$ cat src/rtl/button_debouncer_if.sv
// Pushbutton-side signal bundle: raw active-low button in, debounced level and busy out.
interface button_debouncer_if;
    logic B_raw;
    logic B_db;
    logic busy;

    modport master (output B_raw, input B_db, input busy);
    modport slave  (input B_raw, output B_db, output busy);
endinterface

$ cat src/rtl/button_debouncer.sv
// Pushbutton debouncer: 2-flop synchronizer followed by a 4-state qualify FSM that
// accepts a level change only after STABLE_CYCLES consecutive matching samples.
module button_debouncer #(
    parameter int STABLE_CYCLES = 16,
    parameter int CNT_W         = 16
) (
    input  logic                clk,
    input  logic                rst,
    button_debouncer_if.slave   bus
);

    typedef enum logic [1:0] {REL, CHK_PRESS, PRESSED, CHK_REL} state_e;

    localparam logic [CNT_W-1:0] CNT_MAX = CNT_W'(STABLE_CYCLES);

    logic             s1_q, s2_q;
    state_e           state_q, state_d;
    logic [CNT_W-1:0] cnt_q, cnt_d, cnt_inc;
    logic             b_db_q, b_db_d;
    logic             busy_q, busy_d;

    // cnt_inc counts the sample being taken this edge, so acceptance lands
    // exactly on the STABLE_CYCLES-th qualifying sample.
    always_comb begin
        state_d = state_q;
        cnt_d   = '0;
        cnt_inc = cnt_q + CNT_W'(1);
        case (state_q)
            REL: begin
                if (!s2_q) begin
                    state_d = CHK_PRESS;
                    cnt_d   = CNT_W'(1);
                end
            end
            CHK_PRESS: begin
                if (s2_q)                  state_d = REL;
                else if (cnt_inc >= CNT_MAX) state_d = PRESSED;
                else                       cnt_d   = cnt_inc;
            end
            PRESSED: begin
                if (s2_q) begin
                    state_d = CHK_REL;
                    cnt_d   = CNT_W'(1);
                end
            end
            CHK_REL: begin
                if (!s2_q)                 state_d = PRESSED;
                else if (cnt_inc >= CNT_MAX) state_d = REL;
                else                       cnt_d   = cnt_inc;
            end
            default: state_d = REL;
        endcase
        b_db_d = !(state_d == PRESSED || state_d == CHK_REL);
        busy_d = (state_d == CHK_PRESS || state_d == CHK_REL);
    end

    always_ff @(posedge clk) begin
        if (rst) begin
            s1_q    <= 1'b1;
            s2_q    <= 1'b1;
            state_q <= REL;
            cnt_q   <= '0;
            b_db_q  <= 1'b1;
            busy_q  <= 1'b0;
        end else begin
            s1_q    <= bus.B_raw;
            s2_q    <= s1_q;
            state_q <= state_d;
            cnt_q   <= cnt_d;
            b_db_q  <= b_db_d;
            busy_q  <= busy_d;
        end
    end

    assign bus.B_db = b_db_q;
    assign bus.busy = busy_q;

endmodule

$ cat src/flat_wrapper.sv
// flat-port wrapper written by rule: the top's interface ports become plain ports
module button_debouncer_flat 
#(
    parameter int STABLE_CYCLES = 16,
    parameter int CNT_W         = 16
)
  (clk, rst, bus_B_raw, bus_B_db, bus_busy);
  button_debouncer_if bus_i ();
  input  logic clk;
  input  logic rst;
  input wire logic [$bits(bus_i.B_raw)-1:0] bus_B_raw;
  output wire logic [$bits(bus_i.B_db)-1:0] bus_B_db;
  output wire logic [$bits(bus_i.busy)-1:0] bus_busy;
  assign bus_i.B_raw = bus_B_raw;
  assign bus_B_db = bus_i.B_db;
  assign bus_busy = bus_i.busy;
  button_debouncer #(.STABLE_CYCLES(STABLE_CYCLES), .CNT_W(CNT_W)) u_core (.clk(clk), .rst(rst), .bus(bus_i));
endmodule
$ cat config.mk
export PLATFORM = sky130hd
export DESIGN_NAME = button_debouncer_flat
export DESIGN_NICKNAME = d
export VERILOG_FILES = /design/src/rtl/button_debouncer_if.sv /design/src/rtl/button_debouncer.sv /design/src/flat_wrapper.sv
export SDC_FILE = /design/constraint.sdc
export NUM_CORES = 1
export LEC_CHECK = 0
export BUFFER_PORTS_ARGS = -buffer_cell sky130_fd_sc_hd__buf_2
export CAP_MARGIN = 0
export CORE_MARGIN = 2
export CORE_UTILIZATION = 50
export CTS_CLUSTER_DIAMETER = 100
export DETAILED_ROUTE_END_ITERATION = 6
export PLACE_DENSITY = 0.82
export SLEW_MARGIN = 20
export SYNTH_ARGS = -nofsm -noshare
export SYNTH_HDL_FRONTEND = slang
export SYNTH_SLANG_ARGS = --single-unit
$ cat constraint.sdc
create_clock -name clk -period 2 [get_ports clk]
set_input_delay 0.1 -clock clk [delete_from_list [all_inputs] [get_ports clk]]
set_output_delay 0.1 -clock clk [all_outputs]
set_load 0.05 [all_outputs]
==> summary.json, run 1 <==
{
  "layout_worst_path_cycle_share": 0.9757,
  "firstDrtPassIters": 4,
  "grt_antenna_before_repair": 0,
  "clk_latency_ps": 300,
  "timing.fmax_mhz": 512.4,
  "worst-endpoint-required_ps": 2200,
  "critPathKind": "reg2reg",
  "critical_path.reg2reg.startpoint": "u_core.cnt_q[1]",
  "floorplan.die.width_um": 45.46,
  "hold_end": "u_core.s1_q",
  "tritoncts": "built",
  "switching_share": 0.2413,
  "initial_standard_cell_utilization_of_the_core": 0.5514,
  "drt_first_iter_violations": 30,
  "critical_path_peak_fanout": 3,
  "netlist.top_cell.by_area": "sky130_fd_sc_hd__dfxtp_1",
  "cellLeakagePower_nw": 0.4087,
  "post-route-drc-count": 0,
  "max-vdd-ir-drop_mv": 0.6061,
  "final_nets": 119,
  "synthesis.yosys.warnings": 0,
  "core_mm2": 0.001559,
  "gp_routability_congestion": 0.8423,
  "cts_sinks": 21,
  "outcome": "completed",
  "die_height_um": 45.46,
  "h_tree_depth": 1,
  "grt_usage": 0.2049,
  "cts-buffers-inserted": 3,
  "comb_power_share": 0.075,
  "report.final.slew_viol_count": 0,
  "endpoint_kind": "flip-flop",
  "hold_start": "rst",
  "hpwl_um": 1242,
  "cts_buffer_depth": 2,
  "rows": 14,
  "seq_power_share": 0.643,
  "finalHoldViolCount": 0,
  "antenna_left": 0,
  "post_syn_area_per_cell_um2": 9.768,
  "synth_enable_flop_cells": 0,
  "postRouteWirelength_um": 1859,
  "share_clk_of_total_power": 0.282,
  "die_area_mm2": 0.002067,
  "areaGrowthSynthToFinish_pct": 28.09,
  "worstSetupStartpointType": "flip-flop",
  "grt_overflow": 0,
  "layout_cells_sized_above_1": 0.3246,
  "post-route-min-period_ps": 1951,
  "yosys.area.top_type_share": 0.4891,
  "ys_seq_elements": 21,
  "critPathArrivalTime_ps": 2150,
  "worst_setup_hold_path_clk_slew_ps": 110,
  "placed_cells": 124,
  "global_route_wire_length_before_repair_um": 2967,
  "synth_seq_area_share": 0.4891,
  "ys_types": 34,
  "rr_endpoint": "u_core.state_q[1]",
  "stdcell_count": 130,
  "route.detailed.wl_per_inst_um": 14.30,
  "final_core_utilization": 0.7063,
  "p_switching_w": 0.0001717,
  "vias": 743,
  "synth_async_sr_flop_share": 0,
  "synthTopCellsByArea": "sky130_fd_sc_hd__dfxtp_1, sky130_fd_sc_hd__nand3_1, sky130_fd_sc_hd__nor2_1",
  "max_cap_violations": 0,
  "min-delay-path-class": "in2reg",
  "ys_dominant_reg_cell": "sky130_fd_sc_hd__dfxtp_1",
  "detail_route.vias_per_cell": 5.715,
  "top_level_ports": 5,
  "skew_ps": 3.559,
  "netlist_area_before_placement_um2": 859.6,
  "ctsRootBufferMaster": "sky130_fd_sc_hd__clkbuf_4",
  "power_report.internal_total_w": 0.0005401,
  "vias_in_the_first_global_route": 703,
  "portBuffers": 4,
  "grt_start_max_net_pins": 12,
  "syn_inst": 88,
  "cellPowerDensity_mw_per_mm2": 646.5,
  "antenna_cells": 0,
  "reg2reg_slack_ps": 50,
  "r2r.worst_path.cells": 7,
  "synthMostInstantiatedCell": "sky130_fd_sc_hd__dfxtp_1",
  "report.final.setup_viol": 0,
  "hold_depth": 2,
  "synth_common_cells": "sky130_fd_sc_hd__dfxtp_1, sky130_fd_sc_hd__nor2_1, sky130_fd_sc_hd__nand3_1, sky130_fd_sc_hd__nor3_1, sky130_fd_sc_hd__nand4_1"
}
## critical path, stage by stage (launching register included)
cell and delay, ps:
sky130_fd_sc_hd__dfxtp_2 370, sky130_fd_sc_hd__ha_4 150, sky130_fd_sc_hd__nand4_4 130, sky130_fd_sc_hd__a2111o_1 370, sky130_fd_sc_hd__and3_4 160, sky130_fd_sc_hd__a211oi_4 270
sky130_fd_sc_hd__a21boi_2 110, sky130_fd_sc_hd__mux2_4 300
## placed cells by master, fill, tap and decap left out, types with 2 or more instances in the layout
| cell | instances |
|---|---|
| sky130_fd_sc_hd__nand3_1 | 6 |
| sky130_fd_sc_hd__nor2_1 | 8 |
| sky130_fd_sc_hd__or2_2 | 2 |
| sky130_fd_sc_hd__o21ai_0 | 2 |
| sky130_fd_sc_hd__dfxtp_2 | 10 |
| sky130_fd_sc_hd__nand4_1 | 4 |
| sky130_fd_sc_hd__buf_4 | 6 |
| sky130_fd_sc_hd__dfxtp_1 | 11 |
| sky130_fd_sc_hd__buf_2 | 4 |
| sky130_fd_sc_hd__inv_1 | 3 |
| sky130_fd_sc_hd__a21oi_1 | 3 |
| sky130_fd_sc_hd__clkbuf_4 | 3 |
| sky130_fd_sc_hd__conb_1 | 12 |
| sky130_fd_sc_hd__nand2_1 | 3 |
| sky130_fd_sc_hd__xnor2_1 | 2 |
| sky130_fd_sc_hd__nand3b_1 | 3 |
| sky130_fd_sc_hd__nor3_1 | 3 |
| sky130_fd_sc_hd__xor2_1 | 3 |
## sequential cells by signal, indices dropped and copies added, names as in the netlist
signal,flops
u_core.cnt_q,16
u_core.state_q,2
u_core.bus.B_db,1
u_core.s1_q,1
u_core.s2_q,1
## how the worst max path moves through the flow
stage	from	endpoint	slack, ps	cells after the start
after floorplan	u_core.cnt_q[0]	u_core.state_q[1]	6	7
after global placement	u_core.cnt_q[1]	u_core.state_q[1]	-30	7
after detailed placement	u_core.cnt_q[1]	u_core.state_q[1]	-30	7
after CTS	u_core.cnt_q[1]	u_core.state_q[1]	10	7
after global routing	u_core.cnt_q[1]	u_core.bus.B_db	-10	8
final	u_core.cnt_q[1]	u_core.state_q[1]	50	7
## per-stage QoR
stage	area (µm²)	hold WS (ps)	setup slack (ps)	total power (W)	setup TNS (ps)
2_1_floorplan	914.6	203.8	6.284	0.0004925	0
3_3_place_gp	992.2	289.6	-26.37	0.0005047	-26.37
3_5_place_dp	992.2	288.1	-28.54	0.0005074	-33.19
4_1_cts	1033	28.20	12.75	0.0007052	0
5_1_grt	1101	24.93	-10.04	0.0007489	-17.63
6_report	1101	31.47	48.54	0.0007118	0
## cells by family after synthesis
group | Yosys count | synth area share
AOI/OAI and AO/OA | 14 | 0.1237
xor gates and xnor gates | 5 | 0.05096
adders and majority gates | 1 | 0.01455
buffers and inverters | 3 | 0.01310
DFF | 21 | 0.4891
muxes | 3 | 0.04221
other | 1 | 0.004363
and+or+nand+nor | 40 | 0.2620
## layout make-up
type	instances	area, µm²
clock buffer	4	26.28
fill	121	457.9
inverter	3	11.26
multi-input combinational	75	535.5
sequential	21	432.9
tap	16	20.02
timing repair buffer	11	75.07
## routing by layer
layer,vias to the layer above,routed length [µm],track usage
li1,364,-,-
met3,7,103,0.04762
met1,344,775,0.2605
met4,0,34,0.08824
met2,28,946,0.3296
met5,-,0,0
## power by group through the flow
stage          clock network, W  logic [W]  registers, W
2_1_floorplan                 0  0.0000312      0.000461
3_3_place_gp                  0  0.0000427      0.000462
3_5_place_dp                  0  0.0000440      0.000463
4_1_cts                0.000205  0.0000461      0.000454
5_1_grt                0.000229  0.0000588      0.000461
6_report               0.000200  0.0000536      0.000458
## what timing repair did
action / CTS / global route
gates resized for setup: 1 / 17
gates cloned: 0 / 0
endpoints found under the setup margin: 2 / 6
buffers inserted: 0 / 1
hold endpoints to repair: 1 / 0
pin swaps: 1 / 5
hold buffers: 1 / 0
(Power assumes the default switching activity.)
==> inputs of run 2 (changes only) <==
CORE_UTILIZATION = 60   (was 50)
PLACE_DENSITY = 0.91   (was 0.82)
clock period = 2.4 ns   (was 2 ns; I/O delays follow)
==> summary.json, run 2 (same netlist as run 1, synthesis figures left out) <==
{
  "seq_power_share": {"value": 0.653, "change": "was 0.643"},
  "die_height": {"value": 41.85, "unit": "µm", "change": "was 45.46 µm"},
  "cts_sinks": {"value": 21, "change": "unchanged"},
  "portBuffers": {"value": 4, "change": "unchanged"},
  "cp_cell_sequence": {"value": "ha_1 -> nand4_2 -> nor3_1 -> mux2_2 -> nor3_2 -> a21boi_2 -> mux2_4", "change": "was ha_4 -> nand4_4 -> a2111o_1 -> and3_4 -> a211oi_4 -> a21boi_2 -> mux2_4"},
  "cellLeakagePower": {"value": 0.3798, "unit": "nW", "change": "was 0.4087 nW"},
  "firstDrtPassIters": {"value": 4, "change": "unchanged"},
  "layout_cells_sized_above_1": {"value": 0.1481, "change": "was 0.3246"},
  "cts_buffer_depth": {"value": 2, "change": "unchanged"},
  "power_report.internal_total": {"value": 0.0004419, "unit": "W", "change": "was 0.0005401 W"},
  "clk_latency": {"value": 300, "unit": "ps", "change": "about the same"},
  "report.final.setup_viol": {"value": 0, "change": "unchanged"},
  "rows": {"value": 13, "change": "was 14"},
  "max-vdd-ir-drop": {"value": 0.4106, "unit": "mV", "change": "was 0.6061 mV"},
  "final_nets": {"value": 113, "change": "was 119"},
  "ctsRootBufferMaster": {"value": "sky130_fd_sc_hd__clkbuf_4", "change": "unchanged"},
  "layout_worst_path_cycle_share": {"value": 0.9553, "change": "was 0.9757"},
  "vias": {"value": 733, "change": "was 743"},
  "top_regs": {"value": "u_core.cnt_q: 16 flops, u_core.state_q: 2 flops", "change": "unchanged"},
  "grt_usage": {"value": 0.2464, "change": "was 0.2049"},
  "grt_antenna_before_repair": {"value": 0, "change": "unchanged"},
  "floorplan.die.width": {"value": 41.85, "unit": "µm", "change": "was 45.46 µm"},
  "fillerInstances": {"value": 87, "change": "was 121"},
  "grt_overflow": {"value": 0, "change": "unchanged"},
  "rr_endpoint": {"value": "u_core.state_q[1]", "change": "unchanged"},
  "most_used_cells_in_the_layout_excluding_fill_and_tap_cells": {"value": "sky130_fd_sc_hd__dfxtp_1, sky130_fd_sc_hd__conb_1, sky130_fd_sc_hd__nor2_1, sky130_fd_sc_hd__nand3_1", "change": "was sky130_fd_sc_hd__conb_1, sky130_fd_sc_hd__dfxtp_1, sky130_fd_sc_hd__dfxtp_2, sky130_fd_sc_hd__nor2_1"},
  "die_area": {"value": 0.001751, "unit": "mm²", "change": "was 0.002067 mm²"},
  "gp_routability_congestion": {"value": 0.8298, "change": "was 0.8423"},
  "cp_slowest_stage_delay": {"value": 430, "unit": "ps", "change": "was 370 ps"},
  "endpoint_kind": {"value": "flip-flop", "change": "unchanged"},
  "antenna_left": {"value": 0, "change": "unchanged"},
  "critical_path.reg2reg.startpoint": {"value": "u_core.cnt_q[0]", "change": "was u_core.cnt_q[1]"},
  "outcome": {"value": "completed", "change": "unchanged"},
  "min-delay-path-class": {"value": "in2reg", "change": "unchanged"},
  "detail_route.vias_per_cell": {"value": 5.959, "change": "was 5.715"},
  "layout_setup_ws": {"value": 107.3, "unit": "ps", "change": "was 48.54 ps"},
  "antenna_cells": {"value": 0, "change": "unchanged"},
  "register_cell_area_after_layout": {"value": 420.4, "unit": "µm²", "change": "was 432.9 µm²"},
  "cts.repair_timing.setup_buffer_count": {"value": 0, "change": "unchanged"},
  "rsz0062_at_grt": "no",
  "number_of_flip_flops_under_the_largest_register_name": {"value": 16, "change": "unchanged"},
  "h_tree_depth": {"value": 1, "change": "unchanged"},
  "post-route-drc-count": {"value": 0, "change": "unchanged"},
  "share_clk_of_total_power": {"value": 0.283, "change": "was 0.282"},
  "hold_start": {"value": "rst", "change": "unchanged"},
  "drt_first_iter_violations": {"value": 46, "change": "was 30"},
  "hold_end": {"value": "u_core.s2_q", "change": "was u_core.s1_q"},
  "reg2reg_slack": {"value": 110, "unit": "ps", "change": "was 50 ps"},
  "worstSetupStartpointType": {"value": "flip-flop", "change": "unchanged"},
  "max_cap_violations": {"value": 0, "change": "unchanged"},
  "worst_setup_hold_path_clk_slew": {"value": 120, "unit": "ps", "change": "was 110 ps"},
  "timing.fmax": {"value": 436.2, "unit": "MHz", "change": "was 512.4 MHz"},
  "report.final.slew_viol_count": {"value": 0, "change": "unchanged"},
  "route.detailed.wl_per_inst": {"value": 14.76, "unit": "µm", "change": "was 14.30 µm"},
  "cts-buffers-inserted": {"value": 3, "change": "unchanged"},
  "worst_path_max_delay_cell": {"value": "sky130_fd_sc_hd__dfxtp_1", "change": "was sky130_fd_sc_hd__dfxtp_2"},
  "tritoncts": {"value": "built", "change": "unchanged"},
  "critical_path_peak_fanout": {"value": 5, "change": "was 3"},
  "grt_start_max_net_pins": {"value": 13, "change": "was 12"},
  "multiInputGateArea": {"value": 474.2, "unit": "µm²", "change": "was 535.5 µm²"},
  "critPathKind": {"value": "reg2reg", "change": "unchanged"},
  "initial_standard_cell_utilization_of_the_core": {"value": 0.6524, "change": "was 0.5514"},
  "dpl_worst_slack": {"value": 93.17, "unit": "ps", "change": "was -28.54 ps"},
  "worst-endpoint-required": {"value": 2600, "unit": "ps", "change": "was 2200 ps"},
  "comb_power_share": {"value": 0.064, "change": "was 0.075"},
  "skew": {"value": 10.31, "unit": "ps", "change": "was 3.559 ps"},
  "finalHoldViolCount": {"value": 0, "change": "unchanged"},
  "post-route-min-period": {"value": 2293, "unit": "ps", "change": "was 1951 ps"},
  "cellPowerDensity": {"value": 593.8, "unit": "mW/mm²", "change": "was 646.5 mW/mm²"},
  "core": {"value": 0.001318, "unit": "mm²", "change": "was 0.001559 mm²"},
  "r2r.worst_path.cells": {"value": 7, "change": "unchanged"},
  "hold_depth": {"value": 2, "change": "unchanged"},
  "hpwl": {"value": 1325, "unit": "µm", "change": "was 1242 µm"},
  "switching_share": {"value": 0.2423, "change": "was 0.2413"},
  "postRouteWirelength": {"value": 1815, "unit": "µm", "change": "was 1859 µm"},
  "final_core_utilization": {"value": 0.7455, "change": "was 0.7063"},
  "top_level_ports": {"value": 5, "change": "unchanged"},
  "critPathArrivalTime": {"value": 2490, "unit": "ps", "change": "was 2150 ps"},
  "vias_in_the_first_global_route": {"value": 716, "change": "was 703"},
  "registers.top_by_ff_count": {"value": "u_core.cnt_q", "change": "unchanged"},
  "areaGrowthSynthToFinish": {"value": 14.26, "unit": "%", "change": "was 28.09%"},
  "setup_tns_after_final_layout": {"value": 0, "unit": "ps", "change": "unchanged"},
  "mostFrequentLayoutCell": {"value": "sky130_fd_sc_hd__dfxtp_1", "change": "was sky130_fd_sc_hd__conb_1"},
  "p_switching": {"value": 0.0001413, "unit": "W", "change": "was 0.0001717 W"},
  "global_route_wire_length_before_repair": {"value": 3180, "unit": "µm", "change": "was 2967 µm"}
}
[run 2: changes by cell type in the layout (fill, tap and decap cells not counted), sizes merged]
cell    delta
clkbuf     -1
buf        -6
clkinv     +1
[run 2: worst max-delay path by stage]
| stage | endpoint | cells after the start | startpoint | slack [ps] |
|---|---|---|---|---|
| global placement | u_core.state_q[1] | 7 | u_core.cnt_q[0] | 210 |
| detailed placement | u_core.state_q[1] | 7 | u_core.cnt_q[0] | 90 |
| global route | u_core.state_q[1] | 7 | u_core.cnt_q[0] | 30 |
| floorplan | u_core.state_q[1] | 7 | u_core.cnt_q[0] | 290 |
| finish | u_core.state_q[1] | 7 | u_core.cnt_q[0] | 110 |
| CTS | u_core.state_q[1] | 7 | u_core.cnt_q[0] | 50 |
[run 2: through the flow]
stage	area, µm²	instances	hold slack (ps)	total power (W)
after floorplan	900.9	99	223.8	0.0004089
after global placement	939.7	118	304.2	0.0004175
after detailed placement	939.7	118	322.9	0.0004209
after CTS	967.2	122	7.009	0.0005803
after global routing	982.2	123	57.01	0.0006094
final	982.2	123	56.20	0.0005832
[run 2: timing repair]
item | 4_1_cts | 5_1_grt
endpoints found under the setup margin | 0 | 4
hold buffers | 0 | 1
gates resized for setup | 0 | 1
endpoints found under the hold margin | 0 | 1
[run 2: metal layers]
| layer | track usage | wire length [µm] | share of wire |
|---|---|---|---|
| met1 | 0.2986 | 783 | 0.43 |
| met2 | 0.3938 | 832 | 0.46 |
| met4 | 0.1290 | 78 | 0.043 |
| met5 | 0 | 0 | 0 |
| met3 | 0.06957 | 121 | 0.067 |
[run 2: power by group through the flow]
stage	combinational, W	clock, W	sequential [W]
3_3_place_gp	0.0000322	0	0.000385
2_1_floorplan	0.0000245	0	0.000384
3_5_place_dp	0.0000336	0	0.000387
4_1_cts	0.0000343	0.000167	0.000379
5_1_grt	0.0000416	0.000185	0.000383
6_report	0.0000373	0.000165	0.000381
[run 2: layout make-up]
cell class | instances | share of cell area
Multi-Input combinational cell | 75 | 0.4828
Sequential cell | 21 | 0.4280
Timing Repair Buffer | 5 | 0.03057
Clock buffer | 3 | 0.02293
Tap cell | 15 | 0.01911
Inverter | 3 | 0.01146
Clock inverter | 1 | 0.005096
[run 2: worst max-delay path: cells and delay by family, from the launching register on]
family | cells | cell delay [ps]
compound gates | 1 | 140
flops | 1 | 430
simple gates | 3 | 680
fa+ha+maj | 1 | 260
mux | 2 | 670
==> inputs of run 3 (changes only) <==
PLACE_DENSITY = 0.79   (was 0.91)
TNS_END_PERCENT = 100   (was default)
==> summary.json, run 3 (same netlist as run 1, synthesis figures left out) <==
{
  "cp_slowest_stage_delay": {"value": 420, "unit": "ps", "change": "was 430 ps"},
  "global_route_wire_length_before_repair": {"value": 2615, "unit": "µm", "change": "was 3180 µm"},
  "cts.repair_timing.setup_buffer_count": {"value": 0, "change": "unchanged"},
  "detail_route.vias_per_cell": {"value": 5.713, "change": "was 5.959"},
  "vias": {"value": 697, "change": "was 733"},
  "cellPowerDensity": {"value": 587.3, "unit": "mW/mm²", "change": "was 593.8 mW/mm²"},
  "rows": {"value": 13, "change": "unchanged"},
  "endpoint_kind": {"value": "flip-flop", "change": "unchanged"},
  "resized_after_cts": {"value": 0, "change": "unchanged"},
  "registers.top_by_ff_count": {"value": "u_core.cnt_q", "change": "unchanged"},
  "core": {"value": 0.001318, "unit": "mm²", "change": "unchanged"},
  "critPathKind": {"value": "reg2reg", "change": "unchanged"},
  "post-route-drc-count": {"value": 0, "change": "unchanged"},
  "most_used_cells_in_the_layout_excluding_fill_and_tap_cells": {"value": "sky130_fd_sc_hd__dfxtp_1, sky130_fd_sc_hd__conb_1, sky130_fd_sc_hd__nor2_1, sky130_fd_sc_hd__nand3_1", "change": "unchanged"},
  "number_of_flip_flops_under_the_largest_register_name": {"value": 16, "change": "unchanged"},
  "report.final.slew_viol_count": {"value": 0, "change": "unchanged"},
  "drt_first_iter_violations": {"value": 17, "change": "was 46"},
  "multiInputGateArea": {"value": 474.2, "unit": "µm²", "change": "unchanged"},
  "skew": {"value": 1.207, "unit": "ps", "change": "was 10.31 ps"},
  "max_cap_violations": {"value": 0, "change": "unchanged"},
  "hpwl": {"value": 1076, "unit": "µm", "change": "was 1325 µm"},
  "die_height": {"value": 41.85, "unit": "µm", "change": "unchanged"},
  "min-delay-path-class": {"value": "in2reg", "change": "unchanged"},
  "top_regs": {"value": "u_core.cnt_q: 16 flops, u_core.state_q: 2 flops", "change": "unchanged"},
  "h_tree_depth": {"value": 1, "change": "unchanged"},
  "fillerInstances": {"value": 100, "change": "was 87"},
  "finalHoldViolCount": {"value": 0, "change": "unchanged"},
  "worst_path_max_delay_cell": {"value": "sky130_fd_sc_hd__dfxtp_1", "change": "unchanged"},
  "worst-endpoint-required": {"value": 2590, "unit": "ps", "change": "was 2600 ps"},
  "gp_routability_congestion": {"value": 0.8193, "change": "was 0.8298"},
  "critical_path.n_buffers_inverters": {"value": 0, "change": "unchanged"},
  "tritoncts": {"value": "built", "change": "unchanged"},
  "antenna_cells": {"value": 0, "change": "unchanged"},
  "register_cell_area_after_layout": {"value": 420.4, "unit": "µm²", "change": "unchanged"},
  "critical_path_peak_fanout": {"value": 5, "change": "unchanged"},
  "critical_path.top_delay_family": {"value": "multiplexers", "change": "was simple AND/OR/NAND/NOR gates"},
  "outcome": {"value": "completed", "change": "unchanged"},
  "report.final.setup_viol": {"value": 0, "change": "unchanged"},
  "layout_worst_path_cycle_share": {"value": 0.9244, "change": "was 0.9553"},
  "cellLeakagePower": {"value": 0.3729, "unit": "nW", "change": "was 0.3798 nW"},
  "hold_start": {"value": "bus_B_raw", "change": "was rst"},
  "firstDrtPassIters": {"value": 4, "change": "unchanged"},
  "critPathArrivalTime": {"value": 2410, "unit": "ps", "change": "was 2490 ps"},
  "route.detailed.wl_per_inst": {"value": 11.62, "unit": "µm", "change": "was 14.76 µm"},
  "postRouteWirelength": {"value": 1418, "unit": "µm", "change": "was 1815 µm"},
  "final_nets": {"value": 112, "change": "was 113"},
  "grt_start_max_net_pins": {"value": 12, "change": "was 13"},
  "grt_overflow": {"value": 0, "change": "unchanged"},
  "portBuffers": {"value": 4, "change": "unchanged"},
  "initial_standard_cell_utilization_of_the_core": {"value": 0.6524, "change": "unchanged"},
  "max-vdd-ir-drop": {"value": 0.4208, "unit": "mV", "change": "was 0.4106 mV"},
  "cts_buffer_depth": {"value": 2, "change": "unchanged"},
  "vias_in_the_first_global_route": {"value": 638, "change": "was 716"},
  "post-route-min-period": {"value": 2219, "unit": "ps", "change": "was 2293 ps"},
  "stdcell_count": {"value": 122, "change": "was 123"},
  "cts_hold_buf": {"value": 0, "change": "unchanged"},
  "cts-buffers-inserted": {"value": 3, "change": "unchanged"},
  "placed_cells": {"value": 118, "change": "unchanged"},
  "mostFrequentLayoutCell": {"value": "sky130_fd_sc_hd__dfxtp_1", "change": "unchanged"},
  "clk_latency": {"value": 290, "unit": "ps", "change": "was 300 ps"},
  "setup_tns_after_final_layout": {"value": 0, "unit": "ps", "change": "unchanged"},
  "layout_setup_ws": {"value": 181.5, "unit": "ps", "change": "was 107.3 ps"},
  "grt_usage": {"value": 0.1920, "change": "was 0.2464"},
  "rsz0062_at_grt": {"value": "no", "change": "unchanged"},
  "critical_path.reg2reg.startpoint": {"value": "u_core.cnt_q[0]", "change": "unchanged"},
  "top_level_ports": {"value": 5, "change": "unchanged"},
  "areaGrowthSynthToFinish": {"value": 12.95, "unit": "%", "change": "was 14.26%"},
  "worst_setup_hold_path_clk_slew": {"value": 100, "unit": "ps", "change": "was 120 ps"},
  "crit_path_start": {"value": "u_core.cnt_q[0]", "change": "unchanged"},
  "cts_sinks": {"value": 21, "change": "unchanged"},
  "worstSetupStartpointType": {"value": "flip-flop", "change": "unchanged"},
  "dpl_worst_slack": {"value": 79.23, "unit": "ps", "change": "was 93.17 ps"},
  "antenna_left": {"value": 0, "change": "unchanged"},
  "layout_cells_sized_above_1": {"value": 0.1402, "change": "was 0.1481"},
  "die_area": {"value": 0.001751, "unit": "mm²", "change": "unchanged"},
  "floorplan.die.width": {"value": 41.85, "unit": "µm", "change": "unchanged"},
  "cp_cell_sequence": {"value": "ha_1 -> nand4_2 -> nor3_1 -> mux2_2 -> nor3_2 -> a21boi_2 -> mux2_4", "change": "unchanged"},
  "power.total": {"value": 0.0005702, "unit": "W", "change": "was 0.0005832 W"},
  "timing.fmax": {"value": 450.7, "unit": "MHz", "change": "was 436.2 MHz"},
  "grt_antenna_before_repair": {"value": 0, "change": "unchanged"},
  "ctsRootBufferMaster": {"value": "sky130_fd_sc_hd__clkbuf_4", "change": "unchanged"}
}
run 3: metrics by stage:
| stage | utilization | hold slack, ps | cell area [µm²] |
|---|---|---|---|
| 6_report | 0.7369 | 9.412 | 970.9 |
| 5_1_grt | 0.7369 | 2.548 | 970.9 |
| 3_3_place_gp | 0.7132 | 309.4 | 939.7 |
| 3_5_place_dp | 0.7132 | 305.6 | 939.7 |
| 2_1_floorplan | - | 223.8 | 900.9 |
| 4_1_cts | 0.7331 | 3.443 | 965.9 |
run 3: power by group:
part           internal [W]  switching, W  total [W]
clock             0.0000645     0.0000928   0.000157
combinational     0.0000163     0.0000179  0.0000342
sequential         0.000362     0.0000164   0.000379
total              0.000443      0.000127   0.000570
run 3: path summary, 6_finish.rpt:
check / to / slack, ps / cells past startpoint
worst max register to register: u_core.state_q[1] / 180 / 7
worst min register to register: u_core.s2_q / 430 / 1
worst min-delay path: u_core.s1_q / 9 / 2
worst max-delay path: u_core.state_q[1] / 180 / 7
run 3: area by class of cell:
| type | instances | area share |
|---|---|---|
| Tap cell | 15 | 0.01933 |
| Multi-Input combinational cell | 75 | 0.4884 |
| Sequential cell | 21 | 0.4330 |
| Timing Repair Buffer | 4 | 0.02062 |
| Inverter | 3 | 0.01160 |
| Clock buffer | 4 | 0.02706 |
run 3: worst register-to-register path: stages, from the launching register on:
cell,delay [ps]
sky130_fd_sc_hd__dfxtp_1,420
sky130_fd_sc_hd__ha_1,260
sky130_fd_sc_hd__nand4_2,160
sky130_fd_sc_hd__nor3_1,230
sky130_fd_sc_hd__mux2_2,360
sky130_fd_sc_hd__nor3_2,250
sky130_fd_sc_hd__a21boi_2,130
sky130_fd_sc_hd__mux2_4,310
run 3: per-layer routing:
layer  GRT usage  vias up  part of all wire
met4     0.08387        0             0.022
met5           0        -                 0
met1      0.2473      317              0.47
met3     0.03913        4             0.056
li1            -      349                 -
met2      0.3094       27              0.45
